$ cat src/rtl/jpeg_bit_packer_if.sv
// rtl/jpeg_bit_packer_if.sv - code-word input and byte output handshake bundle for jpeg_bit_packer
interface jpeg_bit_packer_if #(
  parameter int MAX_LEN = 27
) ();
  localparam int LEN_W = $clog2(MAX_LEN + 1);

  logic               in_valid;
  logic               in_ready;
  logic [MAX_LEN-1:0] in_bits;
  logic [LEN_W-1:0]   in_len;
  logic               in_flush;
  logic               out_valid;
  logic               out_ready;
  logic [7:0]         out_byte;
  logic               out_last;

  modport master (
    output in_valid, in_bits, in_len, in_flush, out_ready,
    input  in_ready, out_valid, out_byte, out_last
  );

  modport slave (
    input  in_valid, in_bits, in_len, in_flush, out_ready,
    output in_ready, out_valid, out_byte, out_last
  );
endinterface

$ cat src/rtl/jpeg_bit_packer.sv
// rtl/jpeg_bit_packer.sv - MSB-first code-word to byte packer with 1-padded flush; JPEG_BYTE_STUFF_EN adds 0x00 after each 0xFF
module jpeg_bit_packer #(
  parameter int MAX_LEN = 27
) (
  input logic              clk,
  input logic              rst_n,
  jpeg_bit_packer_if.slave bus
);
  localparam int LEN_W = $clog2(MAX_LEN + 1);
  localparam int BUF_W = MAX_LEN + 7;
  localparam int CNT_W = $clog2(BUF_W + 1);

`ifdef JPEG_BYTE_STUFF_EN
  typedef enum logic [1:0] {S_RUN, S_FLUSH, S_LAST, S_STUFF} state_t;
`else
  typedef enum logic [1:0] {S_RUN, S_FLUSH, S_LAST} state_t;
`endif

  state_t           r_state;
  logic [BUF_W-1:0] r_buf;
  logic [CNT_W-1:0] r_count;
  logic             r_out_valid;
  logic [7:0]       r_out_byte;
  logic             r_out_last;
`ifdef JPEG_BYTE_STUFF_EN
  logic             r_stuff_last;
  logic             r_stuff_flush;
`endif

  logic [LEN_W-1:0] w_len;
  logic             w_in_ready;
  logic             w_acc;
  logic             w_slot;
  logic [BUF_W-1:0] w_word;
  logic [CNT_W-1:0] w_shamt;
  logic [BUF_W-1:0] w_buf_m;
  logic [CNT_W-1:0] w_cnt_m;
  logic             w_fl;
  logic             w_can_load;
  logic             w_load_full;
  logic             w_load_pad;
  logic             w_load;
  logic             w_final;
  logic [7:0]       w_byte;

  always_comb begin
    w_len      = (bus.in_len > LEN_W'(MAX_LEN)) ? LEN_W'(MAX_LEN) : bus.in_len;
    w_in_ready = (r_state == S_RUN) && (r_count < CNT_W'(8)) && !(r_out_valid && !bus.out_ready);
    w_acc      = bus.in_valid && w_in_ready;
    w_slot     = !r_out_valid || bus.out_ready;
    // New word lands directly below the bits already held; bits under r_count are always zero.
    w_word     = BUF_W'(bus.in_bits) & ((BUF_W'(1) << w_len) - BUF_W'(1));
    w_shamt    = CNT_W'(BUF_W) - r_count - CNT_W'(w_len);
    w_buf_m    = w_acc ? (r_buf | (w_word << w_shamt)) : r_buf;
    w_cnt_m    = w_acc ? (r_count + CNT_W'(w_len)) : r_count;
    w_fl       = (r_state == S_FLUSH) || (w_acc && bus.in_flush);
    w_can_load = w_slot && ((r_state == S_RUN) || (r_state == S_FLUSH));
    w_load_full = w_can_load && (w_cnt_m >= CNT_W'(8));
    w_load_pad  = w_can_load && w_fl && (w_cnt_m != '0) && (w_cnt_m < CNT_W'(8));
    w_load      = w_load_full || w_load_pad;
    w_final     = w_fl && (w_cnt_m <= CNT_W'(8));
    w_byte      = w_buf_m[BUF_W-1 -: 8];
    if (w_load_pad) begin
      w_byte = w_byte | (8'hFF >> w_cnt_m);
    end
  end

  assign bus.in_ready  = w_in_ready;
  assign bus.out_valid = r_out_valid;
  assign bus.out_byte  = r_out_byte;
  assign bus.out_last  = r_out_last;

  always_ff @(posedge clk or negedge rst_n) begin
    if (!rst_n) begin
      r_state     <= S_RUN;
      r_buf       <= '0;
      r_count     <= '0;
      r_out_valid <= 1'b0;
      r_out_byte  <= 8'h00;
      r_out_last  <= 1'b0;
`ifdef JPEG_BYTE_STUFF_EN
      r_stuff_last  <= 1'b0;
      r_stuff_flush <= 1'b0;
`endif
    end else begin
      if (w_load_full) begin
        r_buf   <= w_buf_m << 8;
        r_count <= w_cnt_m - CNT_W'(8);
      end else if (w_load_pad) begin
        r_buf   <= '0;
        r_count <= '0;
      end else begin
        r_buf   <= w_buf_m;
        r_count <= w_cnt_m;
      end

      unique case (r_state)
        S_RUN, S_FLUSH: begin
          if (w_load) begin
            r_out_valid <= 1'b1;
            r_out_byte  <= w_byte;
            r_out_last  <= w_final;
`ifdef JPEG_BYTE_STUFF_EN
            // A 0xFF defers any final marker to the stuffed 0x00 that follows it.
            if (w_byte == 8'hFF) begin
              r_out_last    <= 1'b0;
              r_stuff_last  <= w_final;
              r_stuff_flush <= w_fl;
              r_state       <= S_STUFF;
            end else
`endif
            if (w_final) begin
              r_state <= S_LAST;
            end else if (w_fl) begin
              r_state <= S_FLUSH;
            end
          end else begin
            if (bus.out_ready) begin
              r_out_valid <= 1'b0;
              r_out_last  <= 1'b0;
            end
            if ((r_state == S_FLUSH) && (w_cnt_m == '0)) begin
              r_state <= S_RUN;
            end else if (w_fl) begin
              r_state <= S_FLUSH;
            end
          end
        end
        S_LAST: begin
          if (bus.out_ready) begin
            r_out_valid <= 1'b0;
            r_out_last  <= 1'b0;
            r_state     <= S_RUN;
          end
        end
`ifdef JPEG_BYTE_STUFF_EN
        S_STUFF: begin
          if (w_slot) begin
            r_out_valid <= 1'b1;
            r_out_byte  <= 8'h00;
            r_out_last  <= r_stuff_last;
            r_state     <= r_stuff_last ? S_LAST : (r_stuff_flush ? S_FLUSH : S_RUN);
          end
        end
`endif
        default: r_state <= S_RUN;
      endcase
    end
  end
endmodule

$ cat src/flat_wrapper.sv
// flat-port wrapper written by rule: the top's interface ports become plain ports
module jpeg_bit_packer_flat 
#(
  parameter int MAX_LEN = 27
)
  (clk, rst_n, bus_in_valid, bus_in_bits, bus_in_len, bus_in_flush, bus_out_ready, bus_in_ready, bus_out_valid, bus_out_byte, bus_out_last);
  jpeg_bit_packer_if #(.MAX_LEN(MAX_LEN)) bus_i ();
  input logic clk;
  input logic rst_n;
  input wire logic [$bits(bus_i.in_valid)-1:0] bus_in_valid;
  input wire logic [$bits(bus_i.in_bits)-1:0] bus_in_bits;
  input wire logic [$bits(bus_i.in_len)-1:0] bus_in_len;
  input wire logic [$bits(bus_i.in_flush)-1:0] bus_in_flush;
  input wire logic [$bits(bus_i.out_ready)-1:0] bus_out_ready;
  output wire logic [$bits(bus_i.in_ready)-1:0] bus_in_ready;
  output wire logic [$bits(bus_i.out_valid)-1:0] bus_out_valid;
  output wire logic [$bits(bus_i.out_byte)-1:0] bus_out_byte;
  output wire logic [$bits(bus_i.out_last)-1:0] bus_out_last;
  assign bus_i.in_valid = bus_in_valid;
  assign bus_i.in_bits = bus_in_bits;
  assign bus_i.in_len = bus_in_len;
  assign bus_i.in_flush = bus_in_flush;
  assign bus_i.out_ready = bus_out_ready;
  assign bus_in_ready = bus_i.in_ready;
  assign bus_out_valid = bus_i.out_valid;
  assign bus_out_byte = bus_i.out_byte;
  assign bus_out_last = bus_i.out_last;
  jpeg_bit_packer #(.MAX_LEN(MAX_LEN)) u_core (.clk(clk), .rst_n(rst_n), .bus(bus_i));
endmodule
$ cat config.mk
export PLATFORM = sky130hd
export DESIGN_NAME = jpeg_bit_packer_flat
export DESIGN_NICKNAME = d
export VERILOG_FILES = /design/src/rtl/jpeg_bit_packer_if.sv /design/src/rtl/jpeg_bit_packer.sv /design/src/flat_wrapper.sv
export SDC_FILE = /design/constraint.sdc
export NUM_CORES = 1
export LEC_CHECK = 0
export CAP_MARGIN = 0
export CORE_MARGIN = 10
export CORE_UTILIZATION = 50
export CTS_BUF_LIST = sky130_fd_sc_hd__clkbuf_8
export DETAILED_ROUTE_END_ITERATION = 8
export GPL_ROUTABILITY_DRIVEN = 0
export MAX_ROUTING_LAYER = met4
export PLACE_DENSITY = 0.71
export SLEW_MARGIN = 40
export SYNTH_ARGS = -nofsm -noshare
export SYNTH_HDL_FRONTEND = slang
export SYNTH_SLANG_ARGS = --single-unit
export TNS_END_PERCENT = 5
$ cat constraint.sdc
create_clock -name clk -period 10.3 [get_ports clk]
set_clock_uncertainty 0.2 [all_clocks]
set_input_delay 1.545 -clock clk [delete_from_list [all_inputs] [get_ports clk]]
set_output_delay 1.545 -clock clk [all_outputs]
set_load 0.05 [all_outputs]
==> results.cfg <==
[clock_network]
cts_resized = 0
clockBufferDepth = 2
clock-sinks = 52
insertion_delay_ps = 330
cts_buffers = 5
hold_buffers = 0
ctsRootBufferMaster = clkbuf_8
tritoncts = done
path_clk_slew_ps = 110
cts_setup_buffers = 0
htree_levels = 2

[power_and_ir_drop]
finalPower_mw = 2.03
power.internal_uw = 847
power_density_mw_per_mm2 = 344
p_seq_share_pct = 15.1
p_comb_share_pct = 77.4
p_leak_nw = 2.39
vdd_drop_max_mv = 0.218
switching_share_pct = 58.2
switchingPower_mw = 1.18
clkPwrFrac_pct = 7.4

[placed_design]
post-dp-hpwl_um = 13300
dp_slack_ps = 3740
io_buffers = 47

[setup_path]
setup.worst_path.start_class = primary input
cp_slowest_cell = clkinv_1
crit_chain = clkdlybuf4s50_1 > buf_4 > and2_1 > a21o_1 > inv_1 > ha_1 > ha_1 > buf_4 > clkinv_1 > nand2_1 > o22ai_1 > a22o_1 > mux2_2 > a221oi_1 > nand2_1 > a221o_1
cp_max_fo = 39
critPathKind = in -> reg
critPathCaptureType = flop
worst_ep_required_time_ps = 10320
max_stage_delay_ps = 550
arrival_ps = 6340

[global_route]
track_usage_pct = 23.9
overflow = 0
grt-busiest-layer = met2
grt_max_degree = 53
gr-usage-met1_pct = 32.2
met3_usage_pct = 4.50
grt_pass1_wl_um = 28400
grt_antenna_before_repair = 0
grt_util_met2_pct = 34.8
grt_pass1_vias = 5251

[logic_synthesis]
synthMuxAreaShare_pct = 4.13
synth_seq_cells = 52
synth_xor_xnor_area_share_pct = 1.00
synth_top_family_by_area = compound AO/OA/AOI/OAI gates
syn_area_per_cell_sq_um = 7.65
synth_commonest_cells = 76 x nor2_1, 52 x dfrtp_1, 51 x nand2_1
yosysTopAreaCell = dfrtp_1
syn_inst = 685
synth_top_area_share_pct = 24.8
synth_compound_area_share_pct = 34.5
yosysMostFrequentCell = nor2_1
yosysUniqueCellTypes = 81
async_flop_share_pct = 100
ys.flop_type = dfrtp_1
ys_seq_area_share_pct = 24.8
synth.cell_area_sq_mm = 0.00524
yosys-top-cells-area = dfrtp_1 25%, nor2_1 5.4%, ha_1 3.8%
yosys.area_share.adder_pct = 4.58
yosysWarnings = 0
synth-simple-area-share_pct = 25.3
synth_nets = 740
synth_edf_count = 0

[drt]
drtIter0Drc = 1070
wl_per_cell_um = 21.5
postRouteAntennaNets = 0
wl_um = 17900
via_per_inst = 6.98
drcViolationCount = 0
first_pass_iters = 6
vias = 5822

[final_layout]
area_growth_pct = 12.4
drive_above_1_share_pct = 7.88
fin_util_pct = 57.3
antennaDiodeCount = 0
nNetsFinal = 752

[floorplan]
die_w_um = 122
dieHeight_um = 122
io-pin-count = 48
floorplan.initialDensity_pct = 51.0
placeableCoreArea_sq_mm = 0.0103
dieArea_sq_mm = 0.0150
rows = 37

[run_status]
status = finished clean

[sta]
setup_violations = 0
relSlewSlack_pct = 42.8
fin_crit_ps = 6320
worst_pin_slew_ps = 850
fmax_mhz = 158
rsz0062_at_grt = false
hold_viol = 0
min_period_over_period_pct = 61.3
drv_slew = 0
tns_ps = 0
timing.final.ws_setup_ps = 3980
hold-worst-slack_ps = 292

[hold_path]
hold_class = reg -> reg

[flow_run]
maxCapViolCount = 0
[cell families (layout without fill, tap and decap cells)]
logic type	Yosys count	after routing
xor gates and xnor gates	6	6
muxes	19	19
and+or+nand+nor	266	266
buffers and inverters	76	89
adders and majority gates	18	18
DFF	52	52
AOI/OAI and AO/OA	248	248
[routing by layer]
layer / wire [um] / up-vias / part of all wire, %
li1: - / 2640 / -
met1: 7730 / 2734 / 43
met2: 7700 / 385 / 43
met3: 1780 / 63 / 10
met4: 704 / 0 / 3.9
met5: 0 / - / 0
[worst paths after layout]
| path | from | endpoint | slack, ps | depth (start not counted) |
|---|---|---|---|---|
| worst max-delay path | bus_in_len[4] | u_core.r_buf[33] | 3980 | 16 |
| worst min-delay path | u_core.r_buf[0] | u_core.r_buf[0] | 290 | 2 |
| worst max register to register | u_core.r_count[1] | u_core.r_buf[33] | 5920 | 12 |
| worst min register to register | u_core.r_buf[0] | u_core.r_buf[0] | 290 | 2 |
| max in group asynchronous | rst_n | u_core.r_buf[5] | 8350 | 2 |
| min in group asynchronous | rst_n | u_core.r_buf[25] | 1120 | 2 |
[per-stage QoR]
step                      cells  cell area, sq um
after floorplan             685              5240
after global placement      826              5770
after detailed placement    826              5770
after CTS                   834              5890
after global routing        834              5890
final                       834              5890
[worst max-delay path, delay by kind of cell]
| kind | cells | cell delay, ps |
|---|---|---|
| AOI/OAI and AO/OA | 5 | 1330 |
| buffers and inverters | 5 | 1730 |
| muxes | 1 | 280 |
| and+or+nand+nor | 3 | 840 |
| adders and majority gates | 2 | 570 |
[cells in the final DEF (no fill, tap or decap), drive strengths merged, types with 13 or more instances in the layout]
cell / n
a21oi: 39
a31oi: 13
and2: 14
buf: 14
clkdlybuf4s50: 46
dfrtp: 52
ha: 16
inv: 22
nand2: 52
nand3: 27
nor2: 76
nor3: 29
o211ai: 20
o21ai: 25
o22ai: 21
[cell type report]
class / count / area (sq um)
multi-input cells: 557 / 3660
flip-flops and latches: 52 / 1300
clock inverters: 3 / 50.0
fillers: 974 / 4390
repair buffers: 60 / 563
well taps: 136 / 170
inverters: 21 / 78.8
clock buffers: 5 / 68.8
[registers in the layout, summed over array words and instances, names as in the netlist]
| signal | flops |
|---|---|
| u_core.bus.out_byte | 8 |
| u_core.bus.out_last | 1 |
| u_core.bus.out_valid | 1 |
| u_core.r_buf | 34 |
| u_core.r_count | 6 |
| u_core.r_state | 2 |
[power groups by stage]
stage	clock, mW	combinational (mW)	sequential [mW]
after CTS	0.152	1.51	0.305
after global placement	0	1.49	0.306
after detailed placement	0	1.51	0.309
after global routing	0.159	1.67	0.311
after floorplan	0	1.05	0.353
final	0.151	1.57	0.307
Note: power is estimated with default switching activity, not from simulation.
